[config.mk]
export PLATFORM = sky130hd
export DESIGN_NAME = counter_jk_sync_down_flat
export DESIGN_NICKNAME = d
export VERILOG_FILES = /design/src/rtl/counter_jk_sync_down_if.sv /design/src/rtl/counter_jk_sync_down.sv /design/src/flat_wrapper.sv
export SDC_FILE = /design/constraint.sdc
export NUM_CORES = 1
export LEC_CHECK = 0
export ABC_AREA = 1
export CAP_MARGIN = 10
export CORE_AREA = 2 2 39 41
export DETAILED_ROUTE_END_ITERATION = 16
export DIE_AREA = 0 0 41 43
export HOLD_SLACK_MARGIN = 0.08
export PLACE_DENSITY = 0.64
export SLEW_MARGIN = 20
export SYNTH_ARGS = -nofsm -noshare
export SYNTH_HDL_FRONTEND = slang
export SYNTH_SLANG_ARGS = --single-unit
[constraint.sdc]
create_clock -name clk -period 0.95 [get_ports clk]
set_input_delay 0.1425 -clock clk [delete_from_list [all_inputs] [get_ports clk]]
set_output_delay 0.1425 -clock clk [all_outputs]
set_load 0.01 [all_outputs]
[src/rtl/counter_jk_sync_down_if.sv]
// rtl/counter_jk_sync_down_if.sv - control/status bundle for one JK down-counter block
interface counter_jk_sync_down_if #(
    parameter int WIDTH = 4
);
    logic             en;
    logic             load;
    logic             bin;
    logic [WIDTH-1:0] din;
    logic [WIDTH-1:0] j;
    logic [WIDTH-1:0] k;
    logic [WIDTH-1:0] q;
    logic [WIDTH-1:0] qb;
    logic             bout;

    modport master (
        output en, load, bin, din,
        input  j, k, q, qb, bout
    );

    modport slave (
        input  en, load, bin, din,
        output j, k, q, qb, bout
    );
endinterface

[src/rtl/counter_jk_sync_down.sv]
// rtl/counter_jk_sync_down.sv - cascadable down counter built from per-bit JK stages
module counter_jk_sync_down #(
    parameter int WIDTH = 4
) (
    input  logic                   clk,
    input  logic                   clearb,
    counter_jk_sync_down_if.slave  bus
);
    logic             cen;
    logic [WIDTH-1:0] t;
    logic [WIDTH-1:0] j;
    logic [WIDTH-1:0] k;
    logic [WIDTH-1:0] q;

    assign cen = bus.en & bus.bin;

    // A bit toggles on a decrement only when every lower bit is already 0.
    always_comb begin
        logic run;
        run = 1'b1;
        t   = '0;
        for (int i = 0; i < WIDTH; i++) begin
            t[i] = run;
            run  = run & ~q[i];
        end
    end

    // Load drives set/reset directly, so din is never looked at unless load=1.
    always_comb begin
        j = '0;
        k = '0;
        if (bus.load) begin
            j = bus.din;
            k = ~bus.din;
        end else if (cen) begin
            j = t;
            k = t;
        end
    end

    for (genvar i = 0; i < WIDTH; i++) begin : g_stage
        always_ff @(posedge clk or negedge clearb) begin
            if (!clearb) begin
                q[i] <= 1'b0;
            end else begin
                case ({j[i], k[i]})
                    2'b01:   q[i] <= 1'b0;
                    2'b10:   q[i] <= 1'b1;
                    2'b11:   q[i] <= ~q[i];
                    default: q[i] <= q[i];
                endcase
            end
        end
    end

    assign bus.j    = j;
    assign bus.k    = k;
    assign bus.q    = q;
    assign bus.qb   = ~q;
    assign bus.bout = cen & ~|q;
endmodule

[src/flat_wrapper.sv]
// flat-port wrapper written by rule: the top's interface ports become plain ports
module counter_jk_sync_down_flat 
#(
    parameter int WIDTH = 4
)
  (clk, clearb, bus_en, bus_load, bus_bin, bus_din, bus_j, bus_k, bus_q, bus_qb, bus_bout);
  counter_jk_sync_down_if #(.WIDTH(WIDTH)) bus_i ();
  input  logic clk;
  input  logic clearb;
  input wire logic [$bits(bus_i.en)-1:0] bus_en;
  input wire logic [$bits(bus_i.load)-1:0] bus_load;
  input wire logic [$bits(bus_i.bin)-1:0] bus_bin;
  input wire logic [$bits(bus_i.din)-1:0] bus_din;
  output wire logic [$bits(bus_i.j)-1:0] bus_j;
  output wire logic [$bits(bus_i.k)-1:0] bus_k;
  output wire logic [$bits(bus_i.q)-1:0] bus_q;
  output wire logic [$bits(bus_i.qb)-1:0] bus_qb;
  output wire logic [$bits(bus_i.bout)-1:0] bus_bout;
  assign bus_i.en = bus_en;
  assign bus_i.load = bus_load;
  assign bus_i.bin = bus_bin;
  assign bus_i.din = bus_din;
  assign bus_j = bus_i.j;
  assign bus_k = bus_i.k;
  assign bus_q = bus_i.q;
  assign bus_qb = bus_i.qb;
  assign bus_bout = bus_i.bout;
  counter_jk_sync_down #(.WIDTH(WIDTH)) u_core (.clk(clk), .clearb(clearb), .bus(bus_i));
endmodule
# Yosys cells after proc, flatten, opt, wreduce, memory -nomap -nowiden
# Index checks and enable logic that the tools add are counted.
# W data, S select, Z words.
# word_totals
ff_bits	4
latch_bits	0
ram_bits	0
rom_bits	0
input_bits	9
output_inout_bits	17
wordCells	39
memories	0
# op_classes
n_addsub	0
multipliers	0
div	0
n_lt_le_gt_ge	0
eq_ne	12
n_shift	0
muxes	7
n_bitwise	10
n_reduce_logical	6
# op_table
operator	count
$eq A2 B2 Y1 const B	8
$mux W4	3
$pmux W1 S3	4
$reduce_bool A3 Y1	4
$eq A2 B1 Y1 const B	4
$not A4 Y4	2
$and A1 B1 Y1	4
$not A1 Y1	4
$reduce_or A4 Y1	1
$logic_not A1 Y1	1

# Depth between registers and ports, before layout
# logic_depth
word_depth	7
mapped_depth	5

# Worst setup path after synthesis
# Ideal clock, no wire load.
# synth_path
path_type	reg-to-output
startpoint	reg u_core.q[0], in the netlist u_core.bus.q[0]
endpoint	out bus_k[3]
arrival_ps	923
required_ps	808
slack_ps	-116
path_stages_with_launch	6
cell_sequence	dfrtp_1 inv_2 nand2_1 nor2_1 nand2_1 o21ai_1
# synth_via
elab_chain_len	5
# synth_lines
item	line	text
from (decl)	counter_jk_sync_down.sv:13	logic [WIDTH-1:0] q;
from (signal, indexed assignment)	counter_jk_sync_down.sv:49	2'b11: q[i] <= ~q[i];
from (signal, indexed assignment)	counter_jk_sync_down.sv:50	default: q[i] <= q[i];
$not A1 Y1	counter_jk_sync_down.sv:24	run = run & ~q[i];
$and A1 B1 Y1 (2 in a row)	counter_jk_sync_down.sv:24	
$mux W4	counter_jk_sync_down.sv:35	end else if (cen) begin
$mux W4	counter_jk_sync_down.sv:32	if (bus.load) begin
to (decl)	flat_wrapper.sv:15	output wire logic [$bits(bus_i.k)-1:0] bus_k;
# Every way passes these cells.

# Worst setup path in the final report
# Ends and elaborated chain as after synthesis.

==> run metrics <==
status finished, violations left; failing checks setup timing; Synth Area in Compound Gates under 10%; combinational family with the most area after synthesis simple AND/OR/NAND/NOR gates; Filler cells between 100 and 150; Clock Tree Buf Depth 2; H-tree depth 1; drt drc 0; Die Area between 0.0015 and 0.002 mm²; hold_ws 110.3 ps; unrepaired setup endpoints after global routing true; post-synthesis cell count 44; DR pass1 iterations 4; worst min-delay path class in2async; Adder-Cell Fraction of Synth Area 0%; worst path required time 810 ps; Fin. Hold Viols 0; Initial Utilization 21.79%; Place WS -806.7 ps; Tcrit/Tclk final 145.4%; part of the power in registers 20.9%; Final HPWL DP roughly 850 µm; Avg Inst Size Synth between 6 and 7 µm²; total gr overflow 0; Metal-1 WL around 540 µm; Area Growth Syn to Fin 227.0%; Tot GR Track Use between 10% and 20%; share of the synthesized area in the top cell type ~33%; final WL 1.565 mm; biggest regs u_core.bus.q x4; commonest non-fill, non-tap cell in the layout buf_4; clk_lat worst skew approximately 240 ps; Simple-Gate Fraction of Synth Area 46.47%; area leader, netlist dfrtp_1; Biggest register u_core.bus.q; fin nets 120; Post-Syn Area about 300 µm²; routed length per instance 12.52 µm; Fin Clk Skew 6.739 ps; post-synthesis xor/xnor area fraction 0%; core area 0.001384 mm²; Vias between 500 and 600; fraction of layout cells with a size suffix above 1 a little under 80%; Mapped Nets between 50 and 60; die width approximately 41 µm; count of final setup violators 19; CTS sink count 4; initial antenna violation count 0; dpl cell area approximately 700 µm²; Worst-path clk slew ~40 ps; Worst Max-Slew Pin Slew approximately 200 ps; mux contribution to synthesized area 0%; peak supply drop 0.4365 mV; CP max FO 3; Final Wtd Congestion roughly 0.8; Slew Limit Fails 0; CTS root buffer clkbuf_4; max reg flops 4; Net Sw Power between 300 and 400 µW; ANT nets after route 0; Worst Path Arrival between 1000 and 1500 ps; largest net degree at the start of global routing 8; # diodes 0; CTS Buf Count 3; P_int just under 700 µW; MaxCap Viol Count 0; port buffer count 25; sw frac approximately a third; power share of the clock group between 20% and 30%; final instance area 985.9 µm²; post-route setup slack -431.4 ps; YS warnings 0; Lkg Pwr around 0.52 nW; min cycle time layout about 1400 ps; number of core rows 14; Ports 26; CTS tree built; hold buffers post-CTS 0; distinct cell type count after synthesis 13; f_max just over 0.7 GHz; average vias per placed instance 4.384; kind of critical path reg2out; Seq cells post-synth 4; PD cells 1017 mW/mm²; top routing layer in use met4; sequential fraction of the synthesis area roughly a third; CP Launch Type flip-flop; height of the die roughly 43 µm; Logic pwr share 57.7%; metal2 WL ~950 µm; dominant cells by area after synthesis dfrtp_1 (33%), nand2_1 (16%), nand3_1 (10%), nor2_8 (6.6%), nor2_1 (6.2%); first-pass GRT wire length between 2 and 2.5 mm; most frequent cells in the layout buf_4 (25), buf_6 (24), buf_2 (8); Final Util between 70% and 80%; vias in the first global route approximately 570; met3 WL post-DR 69 µm; slew margin rel. just under 90%; Worst Setup End Kind output pin; DR iter-0 viols 4
## final cells by class
class | instances | area, µm² | share of cell area (%)
clock buffers | 3 | 22.52 | 2.284
inverters | 6 | 30.03 | 3.046
multi-input cells | 33 | 254.0 | 25.76
flip-flops and latches | 4 | 101.3 | 10.28
well taps | 16 | 20.02 | 2.030
repair buffers | 63 | 558.0 | 56.60
## timing repair
item | CTS | global route
pin swaps | 10 | 5
endpoints found under the hold margin | 0 | 0
resized for setup | 114 | 17
endpoints found under the setup margin | 21 | 20
buffers inserted | 18 | 4
## power groups by stage
stage | clock network (mW) | logic, mW | registers, mW
floorplan | 0 | 0.115 | 0.219
finish | 0.215 | 0.578 | 0.210
detailed placement | 0 | 0.382 | 0.210
global placement | 0 | 0.380 | 0.210
global route | 0.234 | 0.615 | 0.213
CTS | 0.210 | 0.525 | 0.209
## worst max-delay path, stage by stage (launching register included)
cell	delay, ps
dfrtp_1	400
inv_2	70
nand2_2	60
nor2_4	90
nand2_2	70
buf_6	120
o21ai_2	40
buf_2	140
## cell usage after synthesis
| cell type | number |
|---|---|
| nand2_2 | 2 |
| buf_6 | 1 |
| inv_2 | 3 |
| nor2_8 | 1 |
| o21ai_1 | 2 |
| o211ai_1 | 1 |
| nand3_1 | 6 |
| nand2_1 | 13 |
| o21ai_0 | 2 |
| inv_1 | 3 |
| dfrtp_1 | 4 |
| nand3_2 | 1 |
| nor2_1 | 5 |
## metal layers
| layer | vias to the layer above | GRT usage (%) |
|---|---|---|
| li1 | 270 | - |
| met2 | 19 | 36.56 |
| met5 | - | 0 |
| met3 | 2 | 1.047 |
| met4 | 0 | 11.33 |
| met1 | 257 | 17.42 |
## worst paths after layout
kind	cells past startpoint	slack [ps]	endpoint	from
min in group clk	4	290	u_core.bus.q[3]	bus_load
worst min-delay path	1	110	u_core.bus.q[1]	clearb
worst max-delay path	7	-430	bus_k[3]	u_core.bus.q[0]
worst min register to register	3	630	u_core.bus.q[3]	u_core.bus.q[2]
max in group asynchronous	1	640	u_core.bus.q[2]	clearb
worst max register to register	8	-320	u_core.bus.q[3]	u_core.bus.q[1]
## cells by family after synthesis
kind of cell | count (synthesis)
AND/OR/NAND/NOR | 28
AO/OA/AOI/OAI | 5
buffers and inverters | 7
flip-flops | 4
## stage by stage
stage	total power, mW	setup TNS, ps	cells
5_1_grt	1.062	-5657	125
2_1_floorplan	0.3337	-196.7	44
3_5_place_dp	0.5919	-10080	102
4_1_cts	0.9441	-4362	122
6_report	1.003	-4715	125
3_3_place_gp	0.5898	-10000	102
Power figures use the tool's default switching activity.
